**config.mk**
```make
export PLATFORM = sky130hd
export DESIGN_NAME = btn_debounce_repeat_flat
export DESIGN_NICKNAME = d
export VERILOG_FILES = /design/src/rtl/btn_debounce_repeat_if.sv /design/src/rtl/btn_debounce_repeat.sv /design/src/flat_wrapper.sv
export SDC_FILE = /design/constraint.sdc
export NUM_CORES = 1
export LEC_CHECK = 0
export ABC_CLOCK_PERIOD_IN_PS = 5000
export BUFFER_PORTS_ARGS = -buffer_cell sky130_fd_sc_hd__buf_4
export CORE_UTILIZATION = 65
export CTS_CLUSTER_DIAMETER = 30
export CTS_CLUSTER_SIZE = 25
export DETAILED_ROUTE_END_ITERATION = 8
export PLACE_DENSITY = 0.92
export SETUP_SLACK_MARGIN = 0.4
export SYNTH_ARGS = -nofsm -noshare
export SYNTH_HDL_FRONTEND = slang
export SYNTH_SLANG_ARGS = --single-unit
export TNS_END_PERCENT = 10
```
**constraint.sdc**
```tcl
create_clock -name clk -period 5 [get_ports clk]
set_input_delay 0.25 -clock clk [delete_from_list [all_inputs] [get_ports clk]]
set_output_delay 0.25 -clock clk [all_outputs]
set_load 0.02 [all_outputs]
```
**src/rtl/btn_debounce_repeat_if.sv**
```systemverilog
// Button conditioner bus: raw buttons and repeat enable in, debounced pulses and levels out.
interface btn_debounce_repeat_if #(
   parameter int unsigned CHANNELS = 3
);
   logic [CHANNELS-1:0] btn_in;
   logic                rep_en;
   logic [CHANNELS-1:0] btn_pulse;
   logic [CHANNELS-1:0] btn_level;

   modport master (
      output btn_in,
      output rep_en,
      input  btn_pulse,
      input  btn_level
   );

   modport slave (
      input  btn_in,
      input  rep_en,
      output btn_pulse,
      output btn_level
   );
endinterface

```
**src/rtl/btn_debounce_repeat.sv**
```systemverilog
// Per-channel button synchroniser, debouncer and auto-repeat pulse generator.
// A shared prescaler produces the debounce tick; each channel runs its own FSM
// and tick counter. Pulses and levels leave through registers.
module btn_debounce_repeat #(
   parameter int unsigned CHANNELS   = 3,
   parameter int unsigned TICK_DIV   = 1000,
   parameter int unsigned DEB_TICKS  = 20,
   parameter int unsigned HOLD_TICKS = 500,
   parameter int unsigned REP_TICKS  = 100
) (
   input logic                  clk,
   input logic                  rst_n,
   btn_debounce_repeat_if.slave bus
);

   localparam int unsigned CW = 16;
   localparam logic [CW-1:0] TC_MAX    = '1;
   localparam logic [CW-1:0] DIV_LAST  = CW'(TICK_DIV - 1);
   localparam logic [CW-1:0] DEB_LAST  = CW'(DEB_TICKS - 1);
   localparam logic [CW-1:0] HOLD_LAST = CW'(HOLD_TICKS - 1);
   localparam logic [CW-1:0] REP_LAST  = CW'(REP_TICKS - 1);

   typedef enum logic [2:0] {
      IDLE      = 3'd0,
      DEB_PRESS = 3'd1,
      HELD      = 3'd2,
      REPEAT    = 3'd3,
      DEB_REL   = 3'd4
   } state_t;

   logic [CHANNELS-1:0] sync1;
   logic [CHANNELS-1:0] sync2;
   logic [CW-1:0]       pre;
   logic                tick;
   logic [CHANNELS-1:0] pulse_d;
   logic [CHANNELS-1:0] level_d;

   // Two-flop synchroniser for the asynchronous button lines
   always_ff @(posedge clk or negedge rst_n) begin
      if (!rst_n) begin
         sync1 <= '0;
         sync2 <= '0;
      end else begin
         sync1 <= bus.btn_in;
         sync2 <= sync1;
      end
   end

   // Shared prescaler; tick marks the last count of each period
   always_ff @(posedge clk or negedge rst_n) begin
      if (!rst_n) begin
         pre <= '0;
      end else if (pre == DIV_LAST) begin
         pre <= '0;
      end else begin
         pre <= pre + CW'(1);
      end
   end

   assign tick = (pre == DIV_LAST);

   for (genvar i = 0; i < CHANNELS; i++) begin : g_ch
      state_t        state;
      state_t        state_nxt;
      logic [CW-1:0] tc;
      logic [CW-1:0] tc_nxt;
      logic          pulse_nxt;
      logic          level_nxt;
      logic          s;

      assign s = sync2[i];

      // State and tick counter registers
      always_ff @(posedge clk or negedge rst_n) begin
         if (!rst_n) begin
            state <= IDLE;
            tc    <= '0;
         end else begin
            state <= state_nxt;
            tc    <= tc_nxt;
         end
      end

      // Next state: a change of s always wins over a coincident tick
      always_comb begin
         state_nxt = state;
         unique case (state)
            IDLE: begin
               if (s) state_nxt = DEB_PRESS;
            end
            DEB_PRESS: begin
               if (!s)                          state_nxt = IDLE;
               else if (tick && tc == DEB_LAST) state_nxt = HELD;
            end
            HELD: begin
               if (!s)                                         state_nxt = DEB_REL;
               else if (tick && tc == HOLD_LAST && bus.rep_en) state_nxt = REPEAT;
            end
            REPEAT: begin
               if (!s) state_nxt = DEB_REL;
            end
            DEB_REL: begin
               if (s)                           state_nxt = HELD;
               else if (tick && tc == DEB_LAST) state_nxt = IDLE;
            end
            default: state_nxt = IDLE;
         endcase
      end

      // Counter update and next values of the registered outputs
      always_comb begin
         tc_nxt    = tc;
         pulse_nxt = 1'b0;
         level_nxt = (state_nxt == HELD) || (state_nxt == REPEAT) || (state_nxt == DEB_REL);
         if (state_nxt != state) begin
            tc_nxt    = '0;
            pulse_nxt = (state == DEB_PRESS && state_nxt == HELD) ||
                        (state == HELD && state_nxt == REPEAT);
         end else if (tick) begin
            if (state == REPEAT) begin
               // Repeat counter parks at its terminal value while repeat is disabled
               if (tc == REP_LAST) begin
                  if (bus.rep_en) begin
                     tc_nxt    = '0;
                     pulse_nxt = 1'b1;
                  end
               end else begin
                  tc_nxt = tc + CW'(1);
               end
            end else if (tc != TC_MAX) begin
               tc_nxt = tc + CW'(1);
            end
         end
      end

      assign pulse_d[i] = pulse_nxt;
      assign level_d[i] = level_nxt;
   end

   // Registered outputs
   always_ff @(posedge clk or negedge rst_n) begin
      if (!rst_n) begin
         bus.btn_pulse <= '0;
         bus.btn_level <= '0;
      end else begin
         bus.btn_pulse <= pulse_d;
         bus.btn_level <= level_d;
      end
   end

endmodule
```
**src/flat_wrapper.sv**
```systemverilog
// flat-port wrapper written by rule: the top's interface ports become plain ports
module btn_debounce_repeat_flat 
#(
   parameter int unsigned CHANNELS   = 3,
   parameter int unsigned TICK_DIV   = 1000,
   parameter int unsigned DEB_TICKS  = 20,
   parameter int unsigned HOLD_TICKS = 500,
   parameter int unsigned REP_TICKS  = 100
)
  (clk, rst_n, bus_btn_in, bus_rep_en, bus_btn_pulse, bus_btn_level);
  btn_debounce_repeat_if #(.CHANNELS(CHANNELS)) bus_i ();
  input logic clk;
  input logic rst_n;
  input wire logic [$bits(bus_i.btn_in)-1:0] bus_btn_in;
  input wire logic [$bits(bus_i.rep_en)-1:0] bus_rep_en;
  output wire logic [$bits(bus_i.btn_pulse)-1:0] bus_btn_pulse;
  output wire logic [$bits(bus_i.btn_level)-1:0] bus_btn_level;
  assign bus_i.btn_in = bus_btn_in;
  assign bus_i.rep_en = bus_rep_en;
  assign bus_btn_pulse = bus_i.btn_pulse;
  assign bus_btn_level = bus_i.btn_level;
  btn_debounce_repeat #(.CHANNELS(CHANNELS), .TICK_DIV(TICK_DIV), .DEB_TICKS(DEB_TICKS), .HOLD_TICKS(HOLD_TICKS), .REP_TICKS(REP_TICKS)) u_core (.clk(clk), .rst_n(rst_n), .bus(bus_i));
endmodule
```
==> impl_metrics.json <==
{
  "rr_endpoint": "u_core.g_ch[1].tc[12]",
  "yosysTopAreaCell": "dfrtp_1",
  "r2r_cells": 6,
  "dp_cells": 608,
  "drcViolationCount": 0,
  "leakage_nw": 2.03,
  "synth_xor_area_share_pct": 6.93,
  "crit_arrival_ns": 3.12,
  "hold_violations": 0,
  "syn_inst": 520,
  "final_nets": 536,
  "port_buffers": 11,
  "synth_edf_count": 0,
  "synth_top_family_by_area": "simple AND/OR/NAND/NOR gates",
  "antenna_found_initial": 0,
  "h-tree-depth": 3,
  "gr-usage-all-layers_pct": 30.2,
  "clock_path_buffers": 2,
  "grt_pass1_vias": 3913,
  "start_util_pct": 68.8,
  "diodes": 0,
  "critPathKind": "reg -> reg",
  "cts-root-buf": "clkbuf_8",
  "rrSetupSlack_ns": 2.08,
  "die_h_um": 88.0,
  "drv_slew": 0,
  "hpwl_mm": 7.25,
  "synth-seq-cells": 85,
  "power.density_mw_per_mm2": 235,
  "grt_max_degree": 86,
  "min_period_ns": 2.92,
  "dr.pass1.iters": 5,
  "synth_cell_types": 63,
  "synth_top_area_share_pct": 44.3,
  "io_pins": 12,
  "die-area_mm2": 0.00774,
  "cp_slowest_stage_delay_ns": 0.75,
  "synth_warnings": 0,
  "clk_latency_ns": 0.37,
  "muxShareOfSynthArea_pct": 0.834,
  "grt_pass1_wl_mm": 18.0,
  "drt-vias-per-instance": 6.57,
  "ff_latch_area_mm2": 0.00213,
  "clock_skew_ns": 0.0138,
  "fin_area_mm2": 0.00513,
  "tns_ns": 0,
  "syn_nets": 530,
  "coreArea_mm2": 0.00698,
  "cp.required_ns": 5.20,
  "synth-compound-area-share_pct": 13.5,
  "slowest_stage": "nor4b_1",
  "setup_violations": 0,
  "syn-cell-area_mm2": 0.00480,
  "fp.dieW_um": 88.0,
  "rsz0062_at_grt": "no",
  "worstPathMaxFanout": 17,
  "tritoncts": "built",
  "wl_mm": 10.4,
  "antenna_left": 0,
  "r2r-start": "u_core.pre[13]",
  "gp_congestion": 0.925,
  "tightest_slew_ns": 1.06,
  "async_reset_ff_share_pct": 100,
  "vias": 4105,
  "grt_overflow": 0,
  "ctsResizeCount": 0,
  "status": "finished, final reports clean",
  "synth_fa_ha_area_share_pct": 1.04,
  "placed_area_mm2": 0.00491,
  "drive_gt1_share_pct": 9.64,
  "cts_buffers": 9,
  "cts_sinks": 85,
  "timing.fmax_mhz": 343,
  "drt-initial-drc-count": 300,
  "stdcell_count": 625,
  "avgSynthCellArea_um2": 9.23,
  "min_period_over_period_pct": 58.4,
  "holdWs_ns": 0.0694,
  "worst_setup_path_start_kind": "register",
  "cap_violations": 0,
  "synth_flop_cell": "dfrtp_1",
  "rows": 30,
  "synth.area.top_cells": "dfrtp_1, nor2_1, xnor2_1",
  "hp-class": "in -> async",
  "clk_pin_slew_ns": 0.08,
  "syn2layout_area_growth_pct": 6.88,
  "yosys.area_share.simple_pct": 30.4,
  "critPathCaptureType": "register",
  "wl_per_cell_um": 16.7,
  "n_fill_cell": 517,
  "relSlewSlack_pct": 28.7,
  "ir_drop_mv": 0.160,
  "path_cells": "nor4b_4 -> nand4_1 -> nor4b_1 -> nand3_1 -> a22oi_2 -> nor3_1",
  "yosysSeqAreaShare_pct": 44.3,
  "multi_input_area_mm2": 0.00253
}
[logic make-up after synthesis]
group                      Yosys count
xor gates and xnor gates            38
adders and majority gates            4
AOI/OAI and AO/OA                   91
muxes                                4
DFF                                 85
buffers and inverters               34
and+or+nand+nor                    264
[flip-flops by register name, summed over array words and instances, names as in the netlist]
name and flops:
u_core.bus.btn_level 3, u_core.sync1 3, u_core.bus.btn_pulse 3, u_core.g_ch.state 9, u_core.sync2 3, u_core.g_ch.tc 48, u_core.pre 16
[final cells by class]
| type | count | area share, % |
|---|---|---|
| clock inverter | 4 | 0.975 |
| timing repair buffer | 14 | 2.19 |
| inverter | 15 | 1.10 |
| sequential | 85 | 41.4 |
| tap | 96 | 2.34 |
| multi-input combinational | 401 | 49.3 |
| clock buffer | 10 | 2.68 |
[worst max path at each step]
stage / startpoint / endpoint / slack, ns
final: u_core.pre[13] / u_core.g_ch[1].tc[12] / 2.08
after global routing: u_core.pre[12] / u_core.bus.btn_pulse[0] / 1.75
after CTS: u_core.pre[13] / u_core.g_ch[1].tc[12] / 2.11
after detailed placement: u_core.pre[13] / u_core.g_ch[1].tc[4] / 2.15
after global placement: u_core.pre[13] / u_core.bus.btn_pulse[1] / 2.16
after floorplan: u_core.g_ch[0].tc[0] / u_core.g_ch[0].tc[5] / 2.65
[cells in the mapped netlist, types with 3 or more instances]
cell	n
and2_1	4
nor4b_1	3
nand3_1	29
o21ai_2	4
a31oi_1	5
xnor2_1	24
inv_1	15
a21oi_1	21
or2_2	5
and3_1	5
and4_1	7
mux2i_1	4
a21o_1	6
xor2_1	14
o21a_1	3
o21ai_0	17
a311oi_1	4
nor2b_1	6
nand2b_1	5
nor4_1	15
nor3_1	29
or3_1	7
or4_1	4
ha_1	4
dfrtp_1	85
clkbuf_1	13
nand2_1	44
o41ai_1	3
a22oi_1	5
buf_2	3
nand3b_1	4
o31ai_1	5
nand4_1	21
nor2_1	60
[power by group]
group | leakage, nW | internal, W | switching (W) | total, W
combinational | 0.784 | 0.00000999 | 0.0000300 | 0.0000400
sequential | 1.15 | 0.000690 | 0.00000517 | 0.000696
clock | 0.0902 | 0.000238 | 0.000235 | 0.000472
[per-layer routing]
layer	GRT usage (%)	up-vias	part of all wire, %
met5	0	-	0
met4	15.6	0	2.7
li1	-	1925	-
met1	38.9	2011	43
met3	5.09	28	4.5
met2	49.3	141	49
[worst max-delay path, delay by kind of cell, from the launching register on]
kind / cells / cell delay [ns]
DFF: 1 / 0.45
and+or+nand+nor: 5 / 1.63
AOI/OAI and AO/OA: 1 / 0.68
[placed cells by master (no fill, tap or decap), types with 3 or more instances in the layout]
| master | instances |
|---|---|
| or3_1 | 7 |
| nor4b_1 | 3 |
| and4_1 | 7 |
| clkbuf_8 | 10 |
| or2_2 | 5 |
| nor3_1 | 29 |
| a22oi_1 | 5 |
| nand3_1 | 29 |
| xor2_1 | 14 |
| xnor2_1 | 24 |
| a31oi_1 | 5 |
| buf_4 | 11 |
| nand2b_1 | 5 |
| o21ai_2 | 4 |
| nand2_1 | 44 |
| nor4_1 | 15 |
| nor2b_1 | 6 |
| ha_1 | 4 |
| a21o_1 | 6 |
| o31ai_1 | 5 |
| and3_1 | 5 |
| o21ai_0 | 17 |
| dlygate4sd3_1 | 3 |
| a311oi_1 | 4 |
| or4_1 | 4 |
| nand3b_1 | 4 |
| nor2_1 | 60 |
| o41ai_1 | 3 |
| mux2i_1 | 4 |
| inv_1 | 15 |
| dfrtp_1 | 85 |
| and2_1 | 4 |
| nand4_1 | 21 |
| a21oi_1 | 21 |
| o21a_1 | 3 |
[repair_timing]
action | in CTS | in global routing
setup buffers | 0 | 0
hold endpoints to repair | 3 | 0
hold buffers | 3 | 0
[metrics by stage]
step | util [%] | setup WS (ns) | total power, W
after floorplan | - | 2.65 | 0.000729
after global placement | 70.4 | 2.16 | 0.000747
after detailed placement | 70.4 | 2.15 | 0.000748
after CTS | 73.5 | 2.11 | 0.00122
after global routing | 73.5 | 1.75 | 0.00125
final | 73.5 | 2.08 | 0.00121
No activity file was read; power rests on OpenSTA's default activity.
